[src/rtl/alarm_time_ctrl_if.sv]
`default_nettype none
// ============================================================================
//  Module     : alarm_time_ctrl_if
//  Description: Button/tick inputs and time/alarm display outputs of the
//               alarm clock time-keeping controller.
//  Revision   : 1.0 - initial release
// ============================================================================
interface alarm_time_ctrl_if;
    logic       tick;
    logic       mode_btn;
    logic       up_btn;
    logic       stop_btn;
    logic       alarm_en;
    logic [4:0] hours;
    logic [5:0] minutes;
    logic [5:0] seconds;
    logic [4:0] alarm_hours;
    logic [5:0] alarm_minutes;
    logic [2:0] mode;
    logic       ringing;
    logic       sec_restart;

    // Stimulus side: drives pulses and the arm level, observes the display
    modport master (
        output tick, mode_btn, up_btn, stop_btn, alarm_en,
        input  hours, minutes, seconds, alarm_hours, alarm_minutes,
               mode, ringing, sec_restart
    );

    // Controller side
    modport slave (
        input  tick, mode_btn, up_btn, stop_btn, alarm_en,
        output hours, minutes, seconds, alarm_hours, alarm_minutes,
               mode, ringing, sec_restart
    );
endinterface
`default_nettype wire

[src/rtl/alarm_time_ctrl.sv]
`default_nettype none
// ============================================================================
//  Module     : alarm_time_ctrl
//  Description: HH:MM:SS time keeping, user set-modes, alarm with snooze and
//               ring timeout, and second-counter re-phasing on time set.
//  Revision   : 1.0 - initial release
// ============================================================================
module alarm_time_ctrl #(
    parameter int SNOOZE_MIN     = 5,
    parameter int RING_TIMEOUT_S = 60
) (
    input  wire logic         clk,
    input  wire logic         reset_sync_n,
    alarm_time_ctrl_if.slave  bus
);

    typedef enum logic [2:0] {
        ST_RUN    = 3'd0,
        ST_SET_H  = 3'd1,
        ST_SET_M  = 3'd2,
        ST_SET_AH = 3'd3,
        ST_SET_AM = 3'd4
    } mode_t;

    localparam logic [6:0] c_snooze_min = 7'(SNOOZE_MIN);
    localparam logic [7:0] c_ring_last  = 8'(RING_TIMEOUT_S - 1);

    mode_t      r_mode,          w_mode_nxt;
    logic [4:0] r_hours,         w_hours_nxt;
    logic [5:0] r_minutes,       w_minutes_nxt;
    logic [5:0] r_seconds,       w_seconds_nxt;
    logic [4:0] r_alarm_hours,   w_alarm_hours_nxt;
    logic [5:0] r_alarm_minutes, w_alarm_minutes_nxt;
    logic       r_ringing,       w_ringing_nxt;
    logic       r_sec_restart,   w_sec_restart_nxt;
    logic       r_snz_active,    w_snz_active_nxt;
    logic [4:0] r_snz_hours,     w_snz_hours_nxt;
    logic [5:0] r_snz_minutes,   w_snz_minutes_nxt;
    logic [7:0] r_ring_cnt,      w_ring_cnt_nxt;

    function automatic logic [4:0] inc24(input logic [4:0] v);
        return (v == 5'd23) ? 5'd0 : v + 5'd1;
    endfunction

    function automatic logic [5:0] inc60(input logic [5:0] v);
        return (v == 6'd59) ? 6'd0 : v + 6'd1;
    endfunction

    // Time only runs outside the time-set modes; everything else builds on
    // the post-tick value so a same-cycle increment adds to any carry.
    logic       w_tick_adv;
    logic       w_sec_wrap, w_min_wrap;
    logic [4:0] w_t_hours;
    logic [5:0] w_t_minutes, w_t_seconds;

    assign w_tick_adv  = bus.tick && (r_mode == ST_RUN || r_mode == ST_SET_AH ||
                                      r_mode == ST_SET_AM);
    assign w_sec_wrap  = (r_seconds == 6'd59);
    assign w_min_wrap  = (r_minutes == 6'd59);
    assign w_t_seconds = w_tick_adv ? inc60(r_seconds) : r_seconds;
    assign w_t_minutes = (w_tick_adv && w_sec_wrap) ? inc60(r_minutes) : r_minutes;
    assign w_t_hours   = (w_tick_adv && w_sec_wrap && w_min_wrap) ? inc24(r_hours) : r_hours;

    // Snooze target: current time plus SNOOZE_MIN, carrying into the hour
    logic [6:0] w_snz_sum;
    logic       w_snz_carry;
    logic [5:0] w_snz_min_calc;
    logic [4:0] w_snz_hr_calc;

    assign w_snz_sum      = {1'b0, w_t_minutes} + c_snooze_min;
    assign w_snz_carry    = (w_snz_sum >= 7'd60);
    assign w_snz_min_calc = w_snz_carry ? 6'(w_snz_sum - 7'd60) : w_snz_sum[5:0];
    assign w_snz_hr_calc  = w_snz_carry ? inc24(w_t_hours) : w_t_hours;

    // Triggers only fire on a tick-driven update, never on manual edits
    logic w_at_top, w_alarm_hit, w_snz_hit;

    assign w_at_top    = w_tick_adv && (w_t_seconds == 6'd0);
    assign w_alarm_hit = w_at_top && (w_t_hours == r_alarm_hours) &&
                         (w_t_minutes == r_alarm_minutes);
    assign w_snz_hit   = w_at_top && r_snz_active && (w_t_hours == r_snz_hours) &&
                         (w_t_minutes == r_snz_minutes);

    // Next-state: timeout, triggers, prioritised buttons, then disarm override
    always_comb begin
        w_mode_nxt          = r_mode;
        w_hours_nxt         = w_t_hours;
        w_minutes_nxt       = w_t_minutes;
        w_seconds_nxt       = w_t_seconds;
        w_alarm_hours_nxt   = r_alarm_hours;
        w_alarm_minutes_nxt = r_alarm_minutes;
        w_ringing_nxt       = r_ringing;
        w_sec_restart_nxt   = 1'b0;
        w_snz_active_nxt    = r_snz_active;
        w_snz_hours_nxt     = r_snz_hours;
        w_snz_minutes_nxt   = r_snz_minutes;
        w_ring_cnt_nxt      = r_ring_cnt;

        if (r_ringing && bus.tick) begin
            if (r_ring_cnt == c_ring_last) begin
                w_ringing_nxt = 1'b0;
            end else begin
                w_ring_cnt_nxt = r_ring_cnt + 8'd1;
            end
        end

        if (!r_ringing && bus.alarm_en && (w_alarm_hit || w_snz_hit)) begin
            w_ringing_nxt  = 1'b1;
            w_ring_cnt_nxt = 8'd0;
            if (w_snz_hit) begin
                w_snz_active_nxt = 1'b0;
            end
        end

        if (bus.stop_btn) begin
            w_ringing_nxt    = 1'b0;
            w_snz_active_nxt = 1'b0;
        end else if (bus.mode_btn) begin
            if (r_ringing) begin
                w_ringing_nxt    = 1'b0;
                w_snz_active_nxt = 1'b0;
            end else begin
                case (r_mode)
                    ST_RUN: begin
                        w_mode_nxt       = ST_SET_H;
                        w_seconds_nxt    = 6'd0;
                        w_ringing_nxt    = 1'b0;
                        w_snz_active_nxt = 1'b0;
                    end
                    ST_SET_H:  w_mode_nxt = ST_SET_M;
                    ST_SET_M: begin
                        w_mode_nxt        = ST_SET_AH;
                        w_sec_restart_nxt = 1'b1;
                    end
                    ST_SET_AH: w_mode_nxt = ST_SET_AM;
                    default:   w_mode_nxt = ST_RUN;
                endcase
            end
        end else if (bus.up_btn) begin
            if (r_ringing && r_mode != ST_SET_H && r_mode != ST_SET_M) begin
                w_ringing_nxt     = 1'b0;
                w_snz_active_nxt  = 1'b1;
                w_snz_hours_nxt   = w_snz_hr_calc;
                w_snz_minutes_nxt = w_snz_min_calc;
            end else begin
                case (r_mode)
                    ST_SET_H:  w_hours_nxt         = inc24(w_t_hours);
                    ST_SET_M:  w_minutes_nxt       = inc60(w_t_minutes);
                    ST_SET_AH: w_alarm_hours_nxt   = inc24(r_alarm_hours);
                    ST_SET_AM: w_alarm_minutes_nxt = inc60(r_alarm_minutes);
                    default:   ;
                endcase
            end
        end

        if (!bus.alarm_en) begin
            w_ringing_nxt    = 1'b0;
            w_snz_active_nxt = 1'b0;
        end

        if (!w_ringing_nxt) begin
            w_ring_cnt_nxt = 8'd0;
        end
    end

    // State register with synchronous active-low reset
    always_ff @(posedge clk) begin
        if (!reset_sync_n) begin
            r_mode          <= ST_RUN;
            r_hours         <= 5'd0;
            r_minutes       <= 6'd0;
            r_seconds       <= 6'd0;
            r_alarm_hours   <= 5'd6;
            r_alarm_minutes <= 6'd0;
            r_ringing       <= 1'b0;
            r_sec_restart   <= 1'b0;
            r_snz_active    <= 1'b0;
            r_snz_hours     <= 5'd0;
            r_snz_minutes   <= 6'd0;
            r_ring_cnt      <= 8'd0;
        end else begin
            r_mode          <= w_mode_nxt;
            r_hours         <= w_hours_nxt;
            r_minutes       <= w_minutes_nxt;
            r_seconds       <= w_seconds_nxt;
            r_alarm_hours   <= w_alarm_hours_nxt;
            r_alarm_minutes <= w_alarm_minutes_nxt;
            r_ringing       <= w_ringing_nxt;
            r_sec_restart   <= w_sec_restart_nxt;
            r_snz_active    <= w_snz_active_nxt;
            r_snz_hours     <= w_snz_hours_nxt;
            r_snz_minutes   <= w_snz_minutes_nxt;
            r_ring_cnt      <= w_ring_cnt_nxt;
        end
    end

    assign bus.hours         = r_hours;
    assign bus.minutes       = r_minutes;
    assign bus.seconds       = r_seconds;
    assign bus.alarm_hours   = r_alarm_hours;
    assign bus.alarm_minutes = r_alarm_minutes;
    assign bus.mode          = r_mode;
    assign bus.ringing       = r_ringing;
    assign bus.sec_restart   = r_sec_restart;

endmodule
`default_nettype wire
[src/flat_wrapper.sv]
// flat-port wrapper written by rule: the top's interface ports become plain ports
module alarm_time_ctrl_flat 
#(
    parameter int SNOOZE_MIN     = 5,
    parameter int RING_TIMEOUT_S = 60
)
  (clk, reset_sync_n, bus_tick, bus_mode_btn, bus_up_btn, bus_stop_btn, bus_alarm_en, bus_hours, bus_minutes, bus_seconds, bus_alarm_hours, bus_alarm_minutes, bus_mode, bus_ringing, bus_sec_restart);
  alarm_time_ctrl_if bus_i ();
  input  wire logic clk;
  input  wire logic reset_sync_n;
  input wire logic [$bits(bus_i.tick)-1:0] bus_tick;
  input wire logic [$bits(bus_i.mode_btn)-1:0] bus_mode_btn;
  input wire logic [$bits(bus_i.up_btn)-1:0] bus_up_btn;
  input wire logic [$bits(bus_i.stop_btn)-1:0] bus_stop_btn;
  input wire logic [$bits(bus_i.alarm_en)-1:0] bus_alarm_en;
  output wire logic [$bits(bus_i.hours)-1:0] bus_hours;
  output wire logic [$bits(bus_i.minutes)-1:0] bus_minutes;
  output wire logic [$bits(bus_i.seconds)-1:0] bus_seconds;
  output wire logic [$bits(bus_i.alarm_hours)-1:0] bus_alarm_hours;
  output wire logic [$bits(bus_i.alarm_minutes)-1:0] bus_alarm_minutes;
  output wire logic [$bits(bus_i.mode)-1:0] bus_mode;
  output wire logic [$bits(bus_i.ringing)-1:0] bus_ringing;
  output wire logic [$bits(bus_i.sec_restart)-1:0] bus_sec_restart;
  assign bus_i.tick = bus_tick;
  assign bus_i.mode_btn = bus_mode_btn;
  assign bus_i.up_btn = bus_up_btn;
  assign bus_i.stop_btn = bus_stop_btn;
  assign bus_i.alarm_en = bus_alarm_en;
  assign bus_hours = bus_i.hours;
  assign bus_minutes = bus_i.minutes;
  assign bus_seconds = bus_i.seconds;
  assign bus_alarm_hours = bus_i.alarm_hours;
  assign bus_alarm_minutes = bus_i.alarm_minutes;
  assign bus_mode = bus_i.mode;
  assign bus_ringing = bus_i.ringing;
  assign bus_sec_restart = bus_i.sec_restart;
  alarm_time_ctrl #(.SNOOZE_MIN(SNOOZE_MIN), .RING_TIMEOUT_S(RING_TIMEOUT_S)) u_core (.clk(clk), .reset_sync_n(reset_sync_n), .bus(bus_i));
endmodule
[config.mk]
export PLATFORM = sky130hd
export DESIGN_NAME = alarm_time_ctrl_flat
export DESIGN_NICKNAME = d
export VERILOG_FILES = /design/src/rtl/alarm_time_ctrl_if.sv /design/src/rtl/alarm_time_ctrl.sv /design/src/flat_wrapper.sv
export SDC_FILE = /design/constraint.sdc
export NUM_CORES = 1
export LEC_CHECK = 0
export CAP_MARGIN = 20
export CELL_PAD_IN_SITES_DETAIL_PLACEMENT = 2
export CELL_PAD_IN_SITES_GLOBAL_PLACEMENT = 2
export CORE_ASPECT_RATIO = 0.9
export CORE_MARGIN = 3
export CORE_UTILIZATION = 35
export DETAILED_ROUTE_END_ITERATION = 8
export PLACE_DENSITY_LB_ADDON = 0.08
export SLEW_MARGIN = 20
export SYNTH_ARGS = -nofsm -noshare
export SYNTH_HDL_FRONTEND = slang
export SYNTH_SLANG_ARGS = --single-unit
export TNS_END_PERCENT = 50
[constraint.sdc]
create_clock -name clk -period 3.9 [get_ports clk]
set_input_delay 0.78 -clock clk [delete_from_list [all_inputs] [get_ports clk]]
set_output_delay 0.78 -clock clk [all_outputs]
set_load 0.01 [all_outputs]
==> results of run 1 <==
## critical path: stages
cell	delay, ns
clkdlybuf4s50_1	0.59
and2_1	0.23
buf_4	0.14
o2111ai_1	0.12
a21boi_1	0.17
inv_1	0.09
ha_1	0.17
inv_1	0.07
xnor2_1	0.21
ha_1	0.26
o21ai_0	0.14
a21oi_2	0.18
o21ai_2	0.13
or4_1	0.48
o2111a_1	0.15
## kinds of logic (layout without fill, tap and decap cells)
group	Yosys count	count (layout)	synth area share, %
simple gates	186	186	27.3
xor+xnor	44	44	10.5
fa+ha+maj	9	9	3.00
buf+inv	39	93	5.26
mux	17	17	5.30
flops	53	53	28.2
compound gates	103	103	20.5
## metal layers
layer / track usage, % / up-vias / wire length [um]
met5: 0 / - / 0
met4: 3.52 / 0 / 148
met3: 2.68 / 12 / 225
met2: 38.0 / 43 / 6330
met1: 29.6 / 1833 / 6100
li1: - / 1761 / -
## report_power, final
group	switching [mW]	total [mW]	internal, mW	leakage (nW)
Combinational	0.0453	0.0770	0.0317	1.07
Clock	0.225	0.484	0.259	0.0735
Sequential	0.00895	0.553	0.544	0.427
## worst max path at each step
stage | to | slack [ns] | cells after the start
final | u_core.r_snz_minutes[4]$_SDFFE_PN0P_ | 0.20 | 15
after global routing | u_core.r_snz_minutes[4]$_SDFFE_PN0P_ | 0.009 | 15
after CTS | u_core.r_snz_minutes[4]$_SDFFE_PN0P_ | 0.22 | 15
after detailed placement | u_core.r_snz_minutes[4]$_SDFFE_PN0P_ | -0.09 | 15
after global placement | u_core.r_snz_minutes[4]$_SDFFE_PN0P_ | 0.06 | 14
after floorplan | u_core.r_snz_minutes[4]$_SDFFE_PN0P_ | 0.48 | 15
## registers in the layout, indices dropped and copies added, names as in the netlist
register                  flops
u_core.bus.alarm_minutes      6
u_core.bus.minutes            6
u_core.bus.mode               3
u_core.bus.hours              5
u_core.bus.ringing            1
u_core.bus.alarm_hours        5
u_core.r_snz_active           1
u_core.r_ring_cnt             8
u_core.bus.seconds            6
u_core.bus.sec_restart        1
u_core.r_snz_hours            5
u_core.r_snz_minutes          6
## area by class of cell
| class | instances | area [sq um] | share of cell area, % |
|---|---|---|---|
| Multi-Input combinational cell | 359 | 2500 | 54.8 |
| Sequential cell | 53 | 1060 | 23.3 |
| Timing Repair Buffer | 71 | 631 | 13.8 |
| Tap cell | 129 | 161 | 3.54 |
| Clock buffer | 6 | 139 | 3.05 |
| Inverter | 14 | 52.6 | 1.15 |
| Clock inverter | 2 | 16.3 | 0.357 |
## Yosys cell counts, types with 3 or more instances
| cell | instances | area, sq um |
|---|---|---|
| o211ai_1 | 3 | 22.5 |
| nand3b_1 | 8 | 60.1 |
| a211oi_1 | 5 | 37.5 |
| inv_1 | 14 | 52.6 |
| dfxtp_1 | 53 | 1060 |
| ha_1 | 9 | 113 |
| xnor2_1 | 27 | 236 |
| xor2_1 | 16 | 140 |
| buf_6 | 5 | 56.3 |
| nor2_1 | 39 | 146 |
| nand2b_1 | 5 | 31.3 |
| and3_1 | 7 | 43.8 |
| o2111ai_1 | 3 | 26.3 |
| a31oi_1 | 5 | 31.3 |
| nand4_1 | 17 | 106 |
| nand3_1 | 24 | 120 |
| nor3b_1 | 3 | 22.5 |
| nor3_1 | 14 | 70.1 |
| a21oi_1 | 30 | 150 |
| o31a_1 | 3 | 26.3 |
| mux2_2 | 5 | 56.3 |
| nand2_1 | 32 | 120 |
| buf_4 | 3 | 22.5 |
| and2_1 | 6 | 37.5 |
| o21ai_0 | 16 | 80.1 |
| mux2i_1 | 8 | 80.1 |
| or2_2 | 3 | 18.8 |
| clkbuf_1 | 15 | 56.3 |
| or3_1 | 6 | 37.5 |
==> flow_summary.ini, run 1 <==
[power_and_ir_drop]
total_power_mw = 1.11
power.density_mw_per_mm2 = 244
leakagePower_nw = 1.57
ir_drop_v = 0.000132

[synthesis]
syn_avg_cell_area_sq_um = 8.33
ys_ff_latch = 53
synth_edf_count = 0
ys.flop_type = dfxtp_1
yosys_warnings = 0
async_flop_share_pct = 0
synth.distinct_cells = 87
synth_nets = 467
netlist_area_sq_mm = 0.00376
yosysSeqAreaShare_pct = 28.2
syn_inst = 451

[clock_tree]
cts_buffers = 5
cts_resized = 0
clk_latency_ns = 0.30
clockBufferDepth = 2
clk_pin_slew_ns = 0.08
cts_tree = built
cts_sinks = 53
post_cts_buffers = 0
htreeDepth = 2
clockRootBuffer = clkbuf_16
hold_buffers = 0

[critical_path]
timing.rr.end = u_core.r_snz_minutes[4]$_SDFFE_PN0P_
endpoint_kind = flop
crit_fanout = 6
startpoint_type = input port
cp_data_arrival_time_ns = 3.90
crit_path_start = bus_tick
crit_required_ns = 4.10
r2r_cells = 15
path_class = in2reg
worst_r2r_startpoint = u_core.bus.seconds[0]$_SDFF_PN0_
r2r_slack_ns = 0.36

[final_layout]
instances_no_fill = 634
num-nets-final = 520
antenna_cells = 0
final_common_cell = dfxtp_1
fin_util_pct = 44.1
syn2layout_area_growth_pct = 21.4
final_cell_mix = dfxtp_1 (53), nor2_1 (39), clkdlybuf4s50_1 (39)
n_fill_cell = 1192
design_area_sq_mm = 0.00456
drive_gt1_share_pct = 15.2

[worst_hold_path]
min_path_cells = 2
hold_class = reg2reg
holdPathEnd = u_core.r_snz_minutes[0]$_SDFFE_PN0P_
hold_start = u_core.r_snz_minutes[0]$_SDFFE_PN0P_

[flow_run]
maxCapViolCount = 0

[global_routing]
antenna_found_initial = 0
grt_pass1_vias = 3926
track_usage_pct = 22.0
grt_overflow_total = 0
grt_max_degree = 25
grt_first_pass_wirelength_um = 21100

[routing]
wire_per_inst_um = 20.2
via_count = 3649
ant_nets = 0
drc_errors = 0
first_iter_violations = 154
dr.pass1.iters = 4
routed_wl_um = 12800
viasPerCell = 5.76

[timing]
worstMarginPinSlew_ns = 0.828
clock.fmax_mhz = 270
period_needed_ns = 3.70
relSlewSlack_pct = 44.1
period_share_pct = 94.9
fin_hold_ws_ns = 0.475
rsz0062_at_grt = false
setup_slack_ns = 0.197
final-setup-viol-count = 0
fin_tns_setup_ns = 0
report.final.slew_viol_count = 0
fin_skew_ns = 0.00954
hold_violations = 0

[place]
dpl_worst_slack_ns = -0.0890
place_inst = 626
place_congestion = 0.802
post_dp_cell_area_sq_mm = 0.00440
io_buffers = 39
place_hpwl_um = 9920

[outcome]
status = completed

[floorplanning]
dieHeight_um = 104
coreArea_sq_mm = 0.0103
io_pins = 40
die_area_sq_mm = 0.0120
initial_core_util_pct = 36.3
std_cell_rows = 35
fp.dieW_um = 115
Note: power is estimated with default switching activity, not from simulation.
==> inputs of run 2 (changes only) <==
--- a/config.mk
+++ b/config.mk
@@ -11,8 +11,10 @@
 export CORE_ASPECT_RATIO = 0.9
 export CORE_MARGIN = 3
 export CORE_UTILIZATION = 35
+export CTS_BUF_LIST = sky130_fd_sc_hd__clkbuf_16
 export DETAILED_ROUTE_END_ITERATION = 8
 export PLACE_DENSITY_LB_ADDON = 0.08
+export SKIP_CTS_REPAIR_TIMING = 1
 export SLEW_MARGIN = 20
 export SYNTH_ARGS = -nofsm -noshare
 export SYNTH_HDL_FRONTEND = slang
==> run 2 against run 1 <==
- clock skew shrank 0.0011 ns
- sequential share of layout area grew 0.051 points
- via count shrank 0.44%
- first-iteration DRC count grew 5.8%
- total power shrank 2.0%
- combinational power is essentially flat
- die area is the same
- setup slack gained 0.0063 ns
- critical endpoint unchanged
- largest power group unchanged
==> flow_summary.ini, run 2 (synthesis gave the netlist of run 1 again) <==
[outcome]
status = completed

[timing]
rsz0062_at_grt = false
fin_tns_setup_ns = 0
period_needed_ns = 3.70
final-setup-viol-count = 0
worstMarginPinSlew_ns = 0.823
period_share_pct = 94.8
fin_hold_ws_ns = 0.476
hold_violations = 0
clock.fmax_mhz = 271
fin_skew_ns = 0.00841
report.final.slew_viol_count = 0
relSlewSlack_pct = 44.4
setup_slack_ns = 0.203

[critical_path]
crit_required_ns = 4.10
startpoint_type = input port
path_class = in2reg
endpoint_kind = flop
r2r_cells = 15
cp_data_arrival_time_ns = 3.89
crit_fanout = 6

[floorplanning]
io_pins = 40
coreArea_sq_mm = 0.0103
fp.dieW_um = 115
std_cell_rows = 35
dieHeight_um = 104
die_area_sq_mm = 0.0120
initial_core_util_pct = 36.3

[clock_tree]
cts_sinks = 53
clockRootBuffer = clkbuf_16
clockBufferDepth = 2
htreeDepth = 2
clk_latency_ns = 0.30
cts_tree = built
cts_buffers = 5
clk_pin_slew_ns = 0.08

[final_layout]
final_common_cell = dfxtp_1
instances_no_fill = 634
fin_util_pct = 44.0
top_register = u_core.r_ring_cnt
design_area_sq_mm = 0.00455
num-nets-final = 520
final_cell_mix = dfxtp_1 (53), nor2_1 (39), clkdlybuf4s50_1 (39)
drive_gt1_share_pct = 15.0
syn2layout_area_growth_pct = 21.1
antenna_cells = 0
largest_register_ffs = 8

[routing]
viasPerCell = 5.73
via_count = 3633
first_iter_violations = 163
drc_errors = 0
wire_per_inst_um = 20.1
dr.pass1.iters = 4
routed_wl_um = 12700
ant_nets = 0

[power_and_ir_drop]
ir_drop_v = 0.000132
p_sw_mw = 0.277
clkPwrFrac_pct = 42.3
total_power_mw = 1.09
power.density_mw_per_mm2 = 240
switching_share_pct = 25.3
p_seq_share_pct = 50.7
leakagePower_nw = 1.56
power_frac_comb_pct = 7.1
p_int_mw = 0.815

[global_routing]
track_usage_pct = 21.9
grt_overflow_total = 0
antenna_found_initial = 0
grt_pass1_vias = 3882
grt_first_pass_wirelength_um = 21000
grt_max_degree = 25

[place]
dpl_worst_slack_ns = -0.0890
io_buffers = 39
place_inst = 626
place_congestion = 0.802
place_hpwl_um = 9920
post_dp_cell_area_sq_mm = 0.00440

[flow_run]
maxCapViolCount = 0

[worst_hold_path]
min_path_cells = 2
hold_class = reg2reg
==> run 2: changes by cell type in the layout (fill, tap and decap cells not counted) <==
cell and delta:
clkinv_1 +1, clkbuf_8 -1
==> run 2: critical path, cell delays in order <==
cell and delay [ns]:
clkdlybuf4s50_1 0.59, and2_1 0.23, buf_4 0.14, o2111ai_1 0.12, a21boi_1 0.17, inv_1 0.09, ha_1 0.17, inv_1 0.07
xnor2_1 0.21, ha_1 0.25, o21ai_0 0.13, a21oi_2 0.18, o21ai_2 0.13, or4_1 0.48, o2111a_1 0.15
==> run 2: metal layers <==
metal	vias to the layer above	global-route usage [%]	wire length, um
met5	-	0	0
met1	1822	29.6	6010
li1	1764	-	-
met3	7	2.62	294
met4	0	2.51	72
met2	40	38.1	6370
==> run 2: power groups by stage <==
stage / registers (mW) / logic, mW / clock network, mW
floorplan: 0.564 / 0.0440 / 0
global placement: 0.565 / 0.0736 / 0
detailed placement: 0.566 / 0.0766 / 0
CTS: 0.554 / 0.0769 / 0.475
global route: 0.555 / 0.0842 / 0.498
finish: 0.553 / 0.0770 / 0.461
==> run 2: path summary, 6_finish.rpt <==
kind	from	end	slack, ns
worst max-delay path	bus_tick	u_core.r_snz_minutes[4]$_SDFFE_PN0P_	0.20
worst min-delay path	u_core.r_snz_minutes[0]$_SDFFE_PN0P_	u_core.r_snz_minutes[0]$_SDFFE_PN0P_	0.48
worst max register to register	u_core.bus.seconds[0]$_SDFF_PN0_	u_core.r_snz_minutes[4]$_SDFFE_PN0P_	0.37
worst min register to register	u_core.r_snz_minutes[0]$_SDFFE_PN0P_	u_core.r_snz_minutes[0]$_SDFFE_PN0P_	0.48
==> run 2: cell type report <==
| class | count | area (sq um) |
|---|---|---|
| clock buffer | 5 | 125 |
| clock inverter | 3 | 20.0 |
| fill | 1196 | 5790 |
| inverter | 14 | 52.6 |
| multi-input combinational | 359 | 2500 |
| sequential | 53 | 1060 |
| tap | 129 | 161 |
| timing repair buffer | 71 | 631 |
==> inputs of run 3 (changes only) <==
--- a/config.mk
+++ b/config.mk
@@ -14,6 +14,7 @@
 export CTS_BUF_LIST = sky130_fd_sc_hd__clkbuf_16
 export DETAILED_ROUTE_END_ITERATION = 8
 export PLACE_DENSITY_LB_ADDON = 0.08
+export SETUP_SLACK_MARGIN = 0.4
 export SKIP_CTS_REPAIR_TIMING = 1
 export SLEW_MARGIN = 20
 export SYNTH_ARGS = -nofsm -noshare
==> run 3 against run 2 <==
- wire length down 0.36%
- combinational power up 0.9%
- total power about the same
- sequential share of layout area about the same
- cell count unchanged
- critical path depth unchanged
- largest cell class unchanged
- highest routed layer unchanged
==> flow_summary.ini, run 3 (synthesis gave the netlist of run 1 again) <==
[outcome]
status = completed

[worst_hold_path]
hold_start = u_core.r_snz_minutes[0]$_SDFFE_PN0P_
holdPathEnd = u_core.r_snz_minutes[0]$_SDFFE_PN0P_
min_path_cells = 2
hold_class = reg2reg

[critical_path]
worst_r2r_startpoint = u_core.bus.minutes[1]$_SDFF_PN0_
startpoint_type = input port
path_class = in2reg
crit_required_ns = 4.10
r2r_slack_ns = 0.66
cp_data_arrival_time_ns = 3.47
timing.rr.end = u_core.r_snz_minutes[4]$_SDFFE_PN0P_
crit_fanout = 6
r2r_cells = 12
endpoint_kind = flop

[final_layout]
drive_gt1_share_pct = 17.4
syn2layout_area_growth_pct = 22.3
multi_input_area_sq_mm = 0.00253
n_fill_cell = 1190
final_common_cell = dfxtp_1
final_cell_mix = dfxtp_1 (45), nor2_1 (39), clkdlybuf4s50_1 (38)
design_area_sq_mm = 0.00459
seqCellArea_sq_mm = 0.00107
top_register = u_core.r_ring_cnt
num-nets-final = 520
instances_no_fill = 634
largest_register_ffs = 8
antenna_cells = 0

[power_and_ir_drop]
ir_drop_v = 0.000132
power.density_mw_per_mm2 = 238
leakagePower_nw = 1.60

[routing]
ant_nets = 0
dr.pass1.iters = 4
first_iter_violations = 166
wire_per_inst_um = 20.0
via_count = 3616
routed_wl_um = 12700
viasPerCell = 5.70
drc_errors = 0

[floorplanning]
std_cell_rows = 35
initial_core_util_pct = 36.3
fp.dieW_um = 115
io_pins = 40
dieHeight_um = 104
die_area_sq_mm = 0.0120
coreArea_sq_mm = 0.0103

[timing]
final-setup-viol-count = 0
worstMarginPinSlew_ns = 0.823
clock.fmax_mhz = 305
rsz0062_at_grt = false
report.final.slew_viol_count = 0
period_needed_ns = 3.28
relSlewSlack_pct = 44.4
period_share_pct = 84.0
fin_skew_ns = 0.00883
hold_violations = 0

[global_routing]
grt_overflow_total = 0
grt.busiest_layer = met2
grt_first_pass_wirelength_um = 21000
grt_max_degree = 25
antenna_found_initial = 0
grt_pass1_vias = 3882
track_usage_pct = 21.9
grt_use_met2_pct = 38.1
grt_use_met1_pct = 29.6
use_met3_pct = 2.62

[clock_tree]
htreeDepth = 2
clk_latency_ns = 0.30
clk_pin_slew_ns = 0.07
clockBufferDepth = 2
cts_sinks = 53
cts_buffers = 5
cts_tree = built
clockRootBuffer = clkbuf_16

[place]
io_buffers = 39
place_hpwl_um = 9920
place_congestion = 0.802
place_inst = 626
post_dp_cell_area_sq_mm = 0.00440

[flow_run]
maxCapViolCount = 0
-- run 3: cell types whose count changed in the layout (fill, tap and decap cells not counted), moves of 2 or more --
| cell | delta |
|---|---|
| dfxtp_2 | +8 |
| dfxtp_1 | -8 |
| ha_1 | -3 |
| ha_2 | +2 |
-- run 3: how the worst max path moves through the flow --
stage,from,endpoint,slack (ns)
2_1_floorplan,u_core.bus.seconds[0]$_SDFF_PN0_,u_core.r_snz_minutes[4]$_SDFFE_PN0P_,0.48
3_3_place_gp,bus_tick,u_core.r_snz_minutes[4]$_SDFFE_PN0P_,0.06
3_5_place_dp,bus_tick,u_core.r_snz_minutes[4]$_SDFFE_PN0P_,-0.09
4_1_cts,bus_tick,u_core.r_snz_minutes[4]$_SDFFE_PN0P_,0.22
5_1_grt,u_core.bus.minutes[1]$_SDFF_PN0_,u_core.r_snz_minutes[4]$_SDFFE_PN0P_,0.43
6_report,bus_tick,u_core.r_snz_minutes[4]$_SDFFE_PN0P_,0.62
-- run 3: worst max-delay path: stages --
cell and delay (ns):
dlymetal6s2s_1 0.18, and2_4 0.17, buf_4 0.14, o2111ai_1 0.10
a21boi_1 0.25, inv_1 0.08, ha_1 0.20, inv_1 0.09
xnor2_1 0.15, ha_2 0.26, o31a_1 0.15, o211a_1 0.17
o21ai_2 0.11, or4_1 0.48, o2111a_1 0.15
-- run 3: layout make-up --
class,instances,area share (%)
clock buffers,5,2.72
clock inverters,3,0.436
inverters,14,1.14
multi-input cells,359,55.1
flip-flops and latches,53,23.3
well taps,129,3.51
repair buffers,71,13.8
-- run 3: power by group --
group	internal (mW)	total, mW	switching (mW)
sequential	0.545	0.555	0.0103
clock	0.239	0.459	0.220
combinational	0.0326	0.0777	0.0451
total	0.816	1.09	0.275
-- run 3: metrics by stage --
stage	hold slack (ns)	utilization (%)	setup slack, ns	TNS [ns]	power [mW]
floorplan	0.445	-	0.481	0	0.608
global placement	0.456	42.6	0.0585	0	0.639
detailed placement	0.472	42.6	-0.0890	-0.406	0.643
CTS	0.483	44.0	0.218	0	1.11
global route	0.506	44.5	0.435	0	1.14
finish	0.475	44.5	0.623	0	1.09
-- run 3: routing by layer --
layer	part of all wire [%]	routed length, um
met1	48	6040
met2	50	6380
met3	1.8	224
met4	0.52	66
met5	0	0
